[src/rtl/sm_para_drv.sv]
// -----------------------------------------------------------------------------
// sm_para_drv -- in-system stimulus driver for the two-input control FSMs.
//
// A small table of {hold, i1, i2} entries is loaded while idle and then played
// into the FSM under test. Each entry is held for hold+1 cycles, and playback
// optionally wraps from the last entry back to entry 0. While playing, the
// FSM's err output is counted per cycle and rising edges of its o1 output are
// counted. Both counters saturate.
//
// Build option: define SM_PARA_DRV_ERR_ABORT_EN to make a sampled err abort
// playback through an ABORT state. This also adds the 'aborted' output.
//
// Ports:
//   clk        clock, everything on the rising edge
//   rst        synchronous active-high reset
//   load_we    table write strobe (honoured only in IDLE without start)
//   load_addr  table write address
//   load_data  entry = {hold[HOLD_W-1:0], i1, i2}
//   num_steps  entries to play (0..NSTEP), latched at start
//   loop_en    wrap to entry 0 after the last step, latched at start
//   start      begin playback (level, sampled in IDLE)
//   stop       abort playback (PLAY only)
//   o1/o2/err  FSM outputs being monitored
//   i1/i2      drive to the FSM inputs
//   busy       playback active
//   done       one-cycle pulse when playback ends
//   err_cnt    err-high cycles seen during playback (saturating)
//   o1_cnt     o1 rising edges seen during playback (saturating)
//   aborted    (SM_PARA_DRV_ERR_ABORT_EN only) last run ended on err
// -----------------------------------------------------------------------------
module sm_para_drv #(
  parameter int unsigned NSTEP  = 8,
  parameter int unsigned AW     = 3,
  parameter int unsigned HOLD_W = 4,
  parameter int unsigned CNT_W  = 8
) (
  input  logic              clk,
  input  logic              rst,
  input  logic              load_we,
  input  logic [AW-1:0]     load_addr,
  input  logic [HOLD_W+1:0] load_data,
  input  logic [AW:0]       num_steps,
  input  logic              loop_en,
  input  logic              start,
  input  logic              stop,
  input  logic              o1,
  input  logic              o2,
  input  logic              err,
  output logic              i1,
  output logic              i2,
`ifdef SM_PARA_DRV_ERR_ABORT_EN
  output logic              aborted,
`endif
  output logic              busy,
  output logic              done,
  output logic [CNT_W-1:0]  err_cnt,
  output logic [CNT_W-1:0]  o1_cnt
);

  localparam logic [1:0] S_IDLE  = 2'd0;
  localparam logic [1:0] S_PLAY  = 2'd1;
  localparam logic [1:0] S_FIN   = 2'd2;
`ifdef SM_PARA_DRV_ERR_ABORT_EN
  localparam logic [1:0] S_ABORT = 2'd3;
`endif

  localparam logic [AW:0] NUM_ONE = (AW+1)'(1);
  localparam logic [AW:0] NUM_MAX = (AW+1)'(NSTEP);

  // Step table: not reset, written only while idle.
  logic [HOLD_W+1:0] tbl_q [NSTEP];

  logic [1:0]        state_q, state_d;
  logic [AW-1:0]     step_q, step_d;
  logic [HOLD_W-1:0] hold_q, hold_d;
  logic [AW:0]       num_q, num_d;
  logic              loop_q, loop_d;
  logic              i1_q, i1_d;
  logic              i2_q, i2_d;
  logic              busy_q, busy_d;
  logic              done_q, done_d;
  logic [CNT_W-1:0]  err_cnt_q, err_cnt_d;
  logic [CNT_W-1:0]  o1_cnt_q, o1_cnt_d;
  logic              o1_prev_q, o1_prev_d;
  logic              o2_prev_q, o2_prev_d;
`ifdef SM_PARA_DRV_ERR_ABORT_EN
  logic              aborted_q, aborted_d;
`endif

  logic [AW:0]       num_clamped;
  logic              last_step;
  logic [AW-1:0]     step_nxt;
  logic [HOLD_W+1:0] first_entry;
  logic [HOLD_W+1:0] nxt_entry;
  logic              table_wr;

  // o2 history is kept for future edge checks and is not consumed yet.
  logic              unused_o2_hist;
  assign unused_o2_hist = o2_prev_q;

  // Counts above the table size would run past the last entry, so clamp them.
  assign num_clamped = (num_steps > NUM_MAX) ? NUM_MAX : num_steps;
  assign last_step   = ({1'b0, step_q} == (num_q - NUM_ONE));
  assign step_nxt    = (last_step) ? '0 : step_q + AW'(1);
  assign first_entry = tbl_q[0];
  assign nxt_entry   = tbl_q[step_nxt];
  assign table_wr    = load_we && !start && (state_q == S_IDLE);

  always_ff @(posedge clk) begin
    if (table_wr) begin
      tbl_q[load_addr] <= load_data;
    end
  end

  always_comb begin
    state_d   = state_q;
    step_d    = step_q;
    hold_d    = hold_q;
    num_d     = num_q;
    loop_d    = loop_q;
    i1_d      = 1'b0;
    i2_d      = 1'b0;
    busy_d    = 1'b0;
    done_d    = 1'b0;
    err_cnt_d = err_cnt_q;
    o1_cnt_d  = o1_cnt_q;
    o1_prev_d = o1;
    o2_prev_d = o2;
`ifdef SM_PARA_DRV_ERR_ABORT_EN
    aborted_d = aborted_q;
`endif

    case (state_q)
      S_IDLE: begin
        if (start) begin
          num_d     = num_clamped;
          loop_d    = loop_en;
          step_d    = '0;
          err_cnt_d = '0;
          o1_cnt_d  = '0;
          o1_prev_d = 1'b0;
          o2_prev_d = 1'b0;
`ifdef SM_PARA_DRV_ERR_ABORT_EN
          aborted_d = 1'b0;
`endif
          if (num_clamped == '0) begin
            state_d = S_FIN;
            done_d  = 1'b1;
            hold_d  = '0;
          end else begin
            state_d = S_PLAY;
            busy_d  = 1'b1;
            i1_d    = first_entry[1];
            i2_d    = first_entry[0];
            hold_d  = first_entry[HOLD_W+1:2];
          end
        end
      end

      S_PLAY: begin
        if (err && (err_cnt_q != '1)) begin
          err_cnt_d = err_cnt_q + CNT_W'(1);
        end
        if (o1 && !o1_prev_q && (o1_cnt_q != '1)) begin
          o1_cnt_d = o1_cnt_q + CNT_W'(1);
        end

        // Priority: stop, then (optionally) err abort, then hold/advance.
        if (stop) begin
          state_d = S_FIN;
          done_d  = 1'b1;
        end
`ifdef SM_PARA_DRV_ERR_ABORT_EN
        else if (err) begin
          state_d   = S_ABORT;
          done_d    = 1'b1;
          aborted_d = 1'b1;
        end
`endif
        else if (hold_q != '0) begin
          hold_d = hold_q - HOLD_W'(1);
          busy_d = 1'b1;
          i1_d   = i1_q;
          i2_d   = i2_q;
        end else if (last_step && !loop_q) begin
          state_d = S_FIN;
          done_d  = 1'b1;
        end else begin
          // Next entry is loaded on the same edge, so there is no gap cycle.
          step_d = step_nxt;
          busy_d = 1'b1;
          i1_d   = nxt_entry[1];
          i2_d   = nxt_entry[0];
          hold_d = nxt_entry[HOLD_W+1:2];
        end
      end

      S_FIN: begin
        state_d = S_IDLE;
      end

`ifdef SM_PARA_DRV_ERR_ABORT_EN
      S_ABORT: begin
        state_d = S_IDLE;
      end
`endif

      default: begin
        state_d = S_IDLE;
      end
    endcase
  end

  always_ff @(posedge clk) begin
    if (rst) begin
      state_q   <= S_IDLE;
      step_q    <= '0;
      hold_q    <= '0;
      num_q     <= '0;
      loop_q    <= 1'b0;
      i1_q      <= 1'b0;
      i2_q      <= 1'b0;
      busy_q    <= 1'b0;
      done_q    <= 1'b0;
      err_cnt_q <= '0;
      o1_cnt_q  <= '0;
      o1_prev_q <= 1'b0;
      o2_prev_q <= 1'b0;
`ifdef SM_PARA_DRV_ERR_ABORT_EN
      aborted_q <= 1'b0;
`endif
    end else begin
      state_q   <= state_d;
      step_q    <= step_d;
      hold_q    <= hold_d;
      num_q     <= num_d;
      loop_q    <= loop_d;
      i1_q      <= i1_d;
      i2_q      <= i2_d;
      busy_q    <= busy_d;
      done_q    <= done_d;
      err_cnt_q <= err_cnt_d;
      o1_cnt_q  <= o1_cnt_d;
      o1_prev_q <= o1_prev_d;
      o2_prev_q <= o2_prev_d;
`ifdef SM_PARA_DRV_ERR_ABORT_EN
      aborted_q <= aborted_d;
`endif
    end
  end

  assign i1      = i1_q;
  assign i2      = i2_q;
  assign busy    = busy_q;
  assign done    = done_q;
  assign err_cnt = err_cnt_q;
  assign o1_cnt  = o1_cnt_q;
`ifdef SM_PARA_DRV_ERR_ABORT_EN
  assign aborted = aborted_q;
`endif

endmodule

[config.mk]
export PLATFORM = sky130hd
export DESIGN_NAME = sm_para_drv
export DESIGN_NICKNAME = d
export VERILOG_FILES = /design/src/rtl/sm_para_drv.sv
export SDC_FILE = /design/constraint.sdc
export NUM_CORES = 1
export LEC_CHECK = 0
export BUFFER_PORTS_ARGS = -buffer_cell sky130_fd_sc_hd__buf_2
export CORE_ASPECT_RATIO = 1.5
export CORE_MARGIN = 3
export CORE_UTILIZATION = 60
export DETAILED_ROUTE_END_ITERATION = 12
export PLACE_DENSITY = 0.81
export SLEW_MARGIN = 40
export SYNTH_ARGS = -nofsm -noshare
export SYNTH_HDL_FRONTEND = slang
export SYNTH_SLANG_ARGS = --single-unit
[constraint.sdc]
create_clock -name clk -period 4.9 [get_ports clk]
set_input_delay 1.47 -clock clk [delete_from_list [all_inputs] [get_ports clk]]
set_output_delay 1.47 -clock clk [all_outputs]
set_load 0.05 [all_outputs]
; ---- After elaboration in Yosys (flattened, before gate mapping)
; Memory sizes are Yosys's and may differ from the RTL's.
; Index checks and enable logic that the tools add are counted.
[word_totals]
n_memories = 1
inputBits = 22
reg_bits = 35
output_inout_bits = 20
elab_cells = 103
mem_bits_rw = 48
[memory_table]
columns = name, depth, word_bits, rd, rd_clocked_by_memory_dff, wr, line
row1 = tbl_q, 8, 6, 2, 0, 1, 71  ; logic [HOLD_W+1:0] tbl_q [NSTEP];
[op_classes]
reduce_logical = 19
muxes = 52
add_sub_neg = 5
order_cmp = 1
n_eq_ne = 13
[ops]
columns = operator, n
row1 = $pmux W8 S2, 2
row2 = $mux W1, 24
row3 = $mux W4, 6
row4 = $mux W8, 3
row5 = $add A8 B1 Y8 const B, 2
row6 = $ne A8 B8 Y1 const B, 2
row7 = $mux W3, 5
row8 = $ne A2 B2 Y1 const B, 6
row9 = $mux W2, 5
row10 = $ne A3 B3 Y1 const B, 3
row11 = $reduce_and A3 Y1, 3
row12 = $pmux W1 S2, 4
row13 = $pmux W4 S2, 1
row14 = $sub A4 B1 Y4 const B, 2
row15 = $logic_and A1 B1 Y1, 6
row16 = $pmux W3 S2, 1
row17 = $reduce_and A5 Y1, 1
row18 = $eq A3 B4 Y1, 1
row19 = $gt A4 B4 Y1 const B, 1
row20 = $logic_not A4 Y1, 1
row21 = $pmux W2 S2, 1
row22 = $reduce_and A4 Y1, 1
row23 = $reduce_bool A4 Y1, 1
row24 = $add A3 B1 Y3 const B, 1
row25 = 5 further kinds, 7

; ---- Longest topological paths before layout
; Gate-level depths: netlist (run 1).
; An unclocked memory read counts as a cell.
[logic_depth]
word_depth = 8
ltp_mapped = 8
depth_no_buf = 7

; ---- Worst setup path after synthesis (run 1)
; Ideal clock, no wire load.
[synth_timing]
path_type = input to register
start = in stop
end = reg hold_q[0]
arrival_time_ns = 2.755
required_time_ns = 4.824
setup_slack_ns = 2.069
setup_ns = 0.076
n_path_buf = 0
cell_stages = 5
path_cell_list = and2_1 -> or3_1 -> a31oi_4 -> mux2_2 -> o22ai_1
[synth_via]
elab_chain_cells = 2
[synth_lines]
columns = item, line
row1 = start: declaration, 45  ; input logic stop,
row2 = $ne A2 B2 Y1 (no line), -
row3 = $reduce_and A4 Y1 (no line), -
row4 = end signal: assignment, 235  ; hold_q <= hold_d;
row5 = end: declaration, 75  ; logic [HOLD_W-1:0] hold_q, hold_d;
; Every way passes these cells.
; A chain may end at the register's enable or synchronous reset.

; ---- Worst setup path after layout (run 1)
[layout_timing]
start = in start
end = mem tbl_q[2][5] (netlist name), enable pin
[layout_via]
elab_chain_cells = 5
[layout_lines]
columns = item, line
row1 = start: declaration, 44  ; input logic start,
row2 = $logic_not A1 Y1, 107  ; assign table_wr = load_we && !start && (state_q == S_IDLE);
row3 = $logic_and A1 B1 Y1 (2 in series), 107
row4 = $mux W1, 110  ; if (table_wr) begin
row5 = $mux W1 (not written as such), 111  ; tbl_q[load_addr] <= load_data;
row6 = end: declaration, 71
; Every way passes these cells.

==> impl_metrics.yaml, run 1 <==
clocking:
  cts_tree: "done"
  post_cts_buffers: 0
  clk_latency_ns: 0.35
  clk_root_buffer_cell: "clkbuf_8"
  path_clk_slew_ns: 0.08
  cts-htree-levels: 3
  cts_made_buffers: 9
  cts_resized: 0
  ctsHoldBuffers: 0
  clockBufferDepth: 2
  cts_sinks: 83
yosys:
  ys_ff_latch: 83
  postSynthCellCount: 337
  synth_area_per_cell_um2: 11.5
  synth_common_cells: "edfxtp_1, dfxtp_1, nor2_1, nand2_1, a21oi_1"
  ys_warn_count: 0
  ys.flop_type: "edfxtp_1"
  synth_top_area_share_pct: 37.2
  synth_edf_count: 48
  ys_seq_area_share_pct: 55.3
  synth_cell_types: 62
  synth_area_leaders: "edfxtp_1, dfxtp_1, mux4_2"
  netlist_area_um2: 3870
  synth.net_count: 364
  synthMostInstantiatedCell: "edfxtp_1"
  yosysTopAreaCell: "edfxtp_1"
  ys_async_sr_fraction_pct: 0
die:
  die_w_um: 71.6
  die-area_um2: 7470
  rows: 35
  start_util_pct: 62.3
  io_pins: 42
  die_h_um: 104
  coreArea_um2: 6220
place:
  post-place-cells: 438
  hpwl_um: 5650
  dpl_worst_slack_ns: 1.45
  dpl-instance-area_um2: 4120
  place_congestion: 0.829
  portBuffers: 40
route:
  drc: 0
  post_drt_via_cell_ratio: 6.20
  wl_per_cell_um: 17.5
  drt-pass1-iter-count: 4
  drtIter0Drc: 215
  vias: 2815
  antenna_left: 0
  wl_um: 7950
sta:
  fin_skew_ns: 0.00544
  worst_pin_slew_ns: 0.779
  fmaxAchievable_mhz: 341
  period_share_pct: 59.8
  fin_crit_ns: 2.93
  finalHoldViolCount: 0
  setup_viol: 0
  slew_viol_final: 0
  fin_ws_ns: 1.97
  slew-limit-headroom_pct: 47.6
  setup_tns_ns: 0
  rsz0062_at_grt: "no"
grt:
  antenna_found_initial: 0
  grt_first_pass_wirelength_um: 13000
  grt_use_total_pct: 22.4
  grt_pass1_vias: 2787
  grt_max_degree: 26
  grt_overflow: 0
cells_and_area:
  instances_no_fill: 454
  diodes: 0
  area_growth_pct: 12.2
  nNetsFinal: 402
  design_area_um2: 4350
  drive_gt1_share_pct: 22.4
critical_path:
  path_class: "in2reg"
  rr_worst_depth: 7
  arrival_ns: 2.92
  worstPathRequired_ns: 4.89
  cp-end-kind: "flip-flop"
  start_kind: "primary input"
  crit_fanout: 6
outcome:
  status: "complete, no violations"
hold_path:
  holdCritPathClass: "reg2reg"
  hold_depth: 2
power:
  max-vdd-ir-drop_mv: 0.285
  intPower_mw: 1.13
  power.leakage_nw: 1.55
  power_frac_seq_pct: 50.3
  power_density_nw_per_um2: 355
  p_switching_uw: 417
  switching_share_pct: 27.0
  combPwrFrac_pct: 15.2
  clock_power_share_pct: 34.4
job:
  cap_violations: 0
-- worst max-delay path: stages --
cell	delay, ns
buf_2	0.12
nor4b_1	0.54
nand2b_1	0.23
nor2_1	0.57
-- layout by cell type, fill, tap and decap left out, types with 4 or more instances in the layout --
cell | Yosys | final
buf_2 | 1 | 40
xnor2_1 | 9 | 9
a31oi_1 | 5 | 5
nand3b_1 | 5 | 5
mux2i_1 | 6 | 6
o21a_1 | 4 | 4
nand2b_1 | 5 | 5
inv_1 | 10 | 10
o21ai_0 | 11 | 11
xor2_1 | 11 | 10
clkbuf_8 | 0 | 9
a211oi_1 | 5 | 5
nand2_1 | 23 | 23
mux2_2 | 4 | 4
nand3_1 | 15 | 15
o31ai_1 | 5 | 5
mux4_2 | 6 | 6
edfxtp_1 | 48 | 48
a21oi_1 | 16 | 16
dfxtp_1 | 35 | 35
o2111ai_1 | 4 | 4
nor3_1 | 9 | 8
ha_1 | 5 | 5
o22ai_1 | 4 | 4
nor2_1 | 29 | 29
and3_1 | 5 | 5
-- kinds of logic after synthesis --
kind of cell             after synthesis  share of synthesized area, %
AO/OA/AOI/OAI                         73                          13.6
XOR/XNOR                              21                          4.94
adder cells (fa/ha/maj)                5                          1.62
buffers and inverters                 26                          2.84
flip-flops                            83                          55.3
multiplexers                          16                          6.20
AND/OR/NAND/NOR                      113                          15.5
-- sequential cells by signal (all words and copies together) (netlist names) --
name / cells
hold_q: 4
state_q: 2
step_q: 3
tbl_q: 48
loop_q: 1
num_q: 4
err_cnt: 8
o1_cnt: 8
busy: 1
i1: 1
o1_prev_q: 1
done: 1
i2: 1
-- per-stage QoR --
| stage | utilization (%) | hold slack (ns) | power, mW |
|---|---|---|---|
| after floorplan | - | 0.449 | 0.966 |
| after global placement | 66.2 | 0.464 | 1.02 |
| after detailed placement | 66.3 | 0.472 | 1.02 |
| after CTS | 69.8 | 0.489 | 1.55 |
| after global routing | 69.9 | 0.510 | 1.60 |
| final | 69.9 | 0.489 | 1.54 |
-- cell type report --
class	count	area, um^2
well taps	74	92.6
inverters	10	37.5
flip-flops and latches	83	2140
repair buffers	43	223
multi-input cells	228	1630
fillers	476	1870
clock buffers	10	128
clock inverters	6	90.1
-- path summary, 6_finish.rpt --
check	from	to	slack (ns)
hold / removal	num_q[3]$_SDFFE_PP0P_	num_q[3]$_SDFFE_PP0P_	0.49
setup reg to reg	step_q[0]$_SDFFE_PP0P_	hold_q[3]$_SDFFE_PP0P_	2.32
hold reg to reg	num_q[3]$_SDFFE_PP0P_	num_q[3]$_SDFFE_PP0P_	0.49
setup / recovery	start	tbl_q[2][5]$_DFFE_PP_	1.97
-- metal layers --
metal	GRT usage (%)	share of wire (%)	vias to the layer above
met1	24.6	37	1344
li1	-	-	1340
met3	4.45	5.2	30
met2	38.8	53	101
met5	0	0	-
met4	13.2	4.3	0
-- power groups by stage --
| stage | Clock, mW | Combinational, mW | Sequential (mW) |
|---|---|---|---|
| floorplan | 0 | 0.163 | 0.803 |
| finish | 0.532 | 0.235 | 0.777 |
| CTS | 0.536 | 0.234 | 0.777 |
| detailed placement | 0 | 0.232 | 0.793 |
| global placement | 0 | 0.227 | 0.791 |
| global route | 0.568 | 0.257 | 0.780 |
Power figures use the tool's default switching activity.
==> run 2, diff against run 1 <==
CORE_UTILIZATION = 58   (was 60)
PLACE_DENSITY = 0.79   (was 0.81)
clock period = 2.8 ns   (was 4.9 ns; I/O delays follow)
==> impl_metrics.yaml, run 2 (synthesized netlist as in run 1, its figures left out) <==
outcome:
  status: "complete, no violations"
critical_path:
  cpPeakStageDelay_ns: 0.51
  path_buf_inv: 1
  rr_worst_depth: 7
  worstPathRequired_ns: 3.07
  rrSetupSlack_ns: 0.40
  cp-end-kind: "flip-flop"
  path_depth: 7
  crit_family: "simple AND/OR/NAND/NOR gates"
  endpoint: "state_q[1]$_SDFFE_PP0P_"
  r2r-start: "num_q[0]$_SDFFE_PP0P_"
  arrival_ns: 2.67
  start_kind: "flip-flop"
  startpoint: "num_q[0]$_SDFFE_PP0P_"
  path_class: "reg2reg"
  crit_fanout: 8
  r2r_end: "state_q[1]$_SDFFE_PP0P_"
  critPathSlowestCell: "or3_4"
  worstPathCellList: "inv_1 -> ha_1 -> xor2_1 -> nand4_1 -> or3_4 -> o21a_4 -> nor4_1"
clocking:
  cts-htree-levels: 3
  cts_resized: 0
  ctsHoldBuffers: 0
  cts_sinks: 83
  clk_latency_ns: 0.36
  clockBufferDepth: 2
  cts_tree: "done"
  post_cts_buffers: 0
  clk_root_buffer_cell: "clkbuf_8"
  cts_made_buffers: 9
  path_clk_slew_ns: 0.09
cells_and_area:
  final_common_cell: "edfxtp_1"
  nNetsFinal: 416
  largest_reg_flops: 48
  mostFrequentLayoutCells: "edfxtp_1, buf_2, dfxtp_1"
  drive_gt1_share_pct: 24.9
  regMostFlops: "tbl_q"
  area_growth_pct: 14.8
  diodes: 0
die:
  io_pins: 42
  die-area_um2: 7710
  start_util_pct: 61.4
  die_h_um: 106
  die_w_um: 72.7
  rows: 35
  coreArea_um2: 6310
sta:
  fin_skew_ns: 0.00880
  rsz0062_at_grt: "no"
  finalHoldViolCount: 0
  setup_tns_ns: 0
  slew_viol_final: 0
  setup_viol: 0
  period_share_pct: 85.7
  fin_crit_ns: 2.40
  fmaxAchievable_mhz: 417
  fin_ws_ns: 0.400
  slew-limit-headroom_pct: 55.5
  worst_pin_slew_ns: 0.665
grt:
  antenna_found_initial: 0
  grt_overflow: 0
  grt_use_total_pct: 22.8
  grt_max_degree: 22
  grt_pass1_vias: 2877
  grt_first_pass_wirelength_um: 13400
power:
  max-vdd-ir-drop_mv: 0.529
  power.leakage_nw: 1.63
  power_density_nw_per_um2: 616
route:
  antenna_left: 0
  drtIter0Drc: 202
  vias: 2879
  drc: 0
  drt-pass1-iter-count: 4
  wl_um: 8160
  wl_per_cell_um: 17.4
  post_drt_via_cell_ratio: 6.15
place:
  portBuffers: 40
  place_congestion: 0.915
  dpl_worst_slack_ns: 0.332
  hpwl_um: 6160
hold_path:
  holdCritPathClass: "reg2reg"
job:
  cap_violations: 0
[run 2: changes by cell type in the layout (fill, tap and decap cells not counted), sizes merged]
cell,delta
buf,+14
clkbuf,-1
clkinv,-2
clkinvlp,+1
inv,+2
[run 2: cell type report]
| type | instances | area (um^2) |
|---|---|---|
| Inverter | 10 | 37.5 |
| Multi-Input combinational cell | 228 | 1620 |
| Clock buffer | 9 | 124 |
| Fill cell | 479 | 1860 |
| Clock inverter | 7 | 100 |
| Sequential cell | 83 | 2140 |
| Tap cell | 74 | 92.6 |
| Timing Repair Buffer | 57 | 328 |
[run 2: stage by stage]
step                util (%)  instance area, um^2  total power, mW  instances  hold slack, ns
global route            70.5                 4440             2.84        468           0.525
floorplan                  -                 3870             1.69        337           0.449
detailed placement      66.9                 4220             1.81        452           0.477
finish                  70.5                 4440             2.74        468           0.493
global placement        66.9                 4220             1.80        452           0.464
CTS                     70.5                 4440             2.74        468           0.495
[run 2: worst min-delay path by stage]
stage                                startpoint                     to  slack, ns  depth (start not counted)
final                           i1$_SDFFE_PP0P_        i1$_SDFFE_PP0P_       0.49                          2
after global routing            i1$_SDFFE_PP0P_        i1$_SDFFE_PP0P_       0.53                          2
after CTS                 num_q[3]$_SDFFE_PP0P_  num_q[3]$_SDFFE_PP0P_       0.50                          2
after detailed placement  num_q[3]$_SDFFE_PP0P_  num_q[3]$_SDFFE_PP0P_       0.48                          2
after global placement    num_q[3]$_SDFFE_PP0P_  num_q[3]$_SDFFE_PP0P_       0.46                          2
after floorplan           num_q[3]$_SDFFE_PP0P_  num_q[3]$_SDFFE_PP0P_       0.45                          2
[run 2: worst register-to-register path, stage by stage, from the launching register on]
cell     delay (ns)
dfxtp_1        0.41
inv_1          0.06
ha_1           0.30
xor2_1         0.19
nand4_1        0.39
or3_4          0.51
o21a_4         0.23
nor4_1         0.22
[run 2: routing by layer]
metal / GRT usage [%] / vias to the layer above / wire length (um)
met3: 4.82 / 20 / 326
met2: 41.9 / 71 / 4630
met5: 0 / - / 0
met4: 11.9 / 0 / 248
met1: 23.2 / 1418 / 2960
li1: - / 1370 / -
[run 2: where the power goes]
group	switching [mW]	leakage [nW]	internal, mW
Combinational	0.269	0.802	0.154
Clock	0.441	0.108	0.509
Sequential	0.0363	0.718	1.33
==> run 3, diff against run 2 <==
CORE_UTILIZATION = 51   (was 58)
PLACE_DENSITY = 0.71   (was 0.79)
==> impl_metrics.yaml, run 3 (synthesized netlist as in run 1, its figures left out) <==
outcome:
  status: "complete, no violations"
die:
  io_pins: 42
  rows: 38
  die_w_um: 77.2
  die-area_um2: 8700
  coreArea_um2: 7320
  die_h_um: 113
  start_util_pct: 52.9
clocking:
  cts_resized: 0
  clk_latency_ns: 0.34
  clockBufferDepth: 2
  cts_sinks: 83
  cts_made_buffers: 9
  ctsHoldBuffers: 0
  path_clk_slew_ns: 0.08
  clk_root_buffer_cell: "clkbuf_8"
  post_cts_buffers: 0
  cts-htree-levels: 3
  cts_tree: "done"
job:
  cap_violations: 0
grt:
  gr-usage-met2_pct: 35.5
  grt_first_pass_wirelength_um: 12600
  grt_pass1_vias: 2688
  grt_max_degree: 20
  grt_overflow: 0
  use_met3_pct: 3.82
  antenna_found_initial: 0
  gr-usage-met1_pct: 19.0
  busiest_layer: "met2"
  grt_use_total_pct: 18.7
hold_path:
  worstHoldStart: "num_q[3]$_SDFFE_PP0P_"
  hold_depth: 2
  holdCritPathClass: "reg2reg"
  min_to: "num_q[3]$_SDFFE_PP0P_"
cells_and_area:
  instances_no_fill: 494
  nNetsFinal: 416
  regMostFlops: "tbl_q"
  drive_gt1_share_pct: 24.4
  mostFrequentLayoutCells: "edfxtp_1, buf_2, dfxtp_1"
  area_growth_pct: 15.4
  final_common_cell: "edfxtp_1"
  largest_reg_flops: 48
  diodes: 0
sta:
  period_share_pct: 83.8
  finalHoldViolCount: 0
  fin_crit_ns: 2.35
  worst_pin_slew_ns: 0.681
  setup_tns_ns: 0
  fmaxAchievable_mhz: 426
  fin_skew_ns: 0.00640
  rsz0062_at_grt: "no"
  slew_viol_final: 0
  setup_viol: 0
  slew-limit-headroom_pct: 54.4
critical_path:
  rr_worst_depth: 7
  worstPathRequired_ns: 3.04
  path_class: "reg2reg"
  arrival_ns: 2.59
  cp-end-kind: "flip-flop"
  crit_fanout: 12
  start_kind: "flip-flop"
  r2r-start: "step_q[0]$_SDFFE_PP0P_"
  rrSetupSlack_ns: 0.45
  r2r_end: "hold_q[2]$_SDFFE_PP0P_"
route:
  drtIter0Drc: 165
  drt-pass1-iter-count: 5
  antenna_left: 0
  wl_um: 7920
  vias: 2816
  post_drt_via_cell_ratio: 5.70
  wl_per_cell_um: 16.0
  drc: 0
power:
  power.leakage_nw: 1.63
  power_density_nw_per_um2: 603
  max-vdd-ir-drop_mv: 0.394
place:
  place_congestion: 0.892
  hpwl_um: 5940
  portBuffers: 40
  post-place-cells: 478
==> run 3: power breakdown <==
group	internal [mW]	switching, mW	leakage [nW]
sequential	1.33	0.0363	0.718
clock	0.504	0.408	0.108
combinational	0.154	0.268	0.802
total	1.98	0.712	1.63
==> run 3: worst max-delay path, cell delays in order, from the launching register on <==
cell and delay [ns]:
dfxtp_1 0.60, ha_1 0.33, xor2_1 0.18, buf_4 0.22, mux4_2 0.31, a211oi_1 0.26, o2111ai_1 0.16, o211a_1 0.17
==> run 3: worst max-delay path by stage <==
stage / start / to / slack, ns / depth (start not counted)
after floorplan: stop / hold_q[0]$_SDFFE_PP0P_ / 0.60 / 5
after global placement: stop / hold_q[0]$_SDFFE_PP0P_ / 0.36 / 6
after detailed placement: stop / hold_q[0]$_SDFFE_PP0P_ / 0.32 / 6
after CTS: step_q[0]$_SDFFE_PP0P_ / hold_q[2]$_SDFFE_PP0P_ / 0.46 / 7
after global routing: num_q[0]$_SDFFE_PP0P_ / done$_SDFF_PP0_ / 0.31 / 7
final: step_q[0]$_SDFFE_PP0P_ / hold_q[2]$_SDFFE_PP0P_ / 0.45 / 7
==> run 3: layer usage <==
layer | share of wire (%) | routed length, um | vias up
met2 | 55 | 4350 | 64
met5 | 0 | 0 | -
met4 | 2.7 | 212 | 0
met3 | 3.7 | 295 | 16
li1 | - | - | 1382
met1 | 39 | 3060 | 1354
==> run 3: per-stage QoR <==
step           hold WS (ns)  power, mW  instance area, um^2  utilization, %  setup WS [ns]
6_report              0.487       2.70                 4470            61.1          0.454
5_1_grt               0.512       2.81                 4470            61.1          0.308
4_1_cts               0.481       2.71                 4470            61.1          0.461
3_5_place_dp          0.469       1.81                 4250            58.1          0.318
3_3_place_gp          0.465       1.80                 4250            58.1          0.364
2_1_floorplan         0.449       1.69                 3870               -          0.599
==> run 3: cell type report <==
type                       instances  area (um^2)
clock buffer                      10          128
clock inverter                     6         90.1
fill                             636         2850
inverter                          10         37.5
multi-input combinational        228         1620
sequential                        83         2140
tap                              100          125
timing repair buffer              57          328
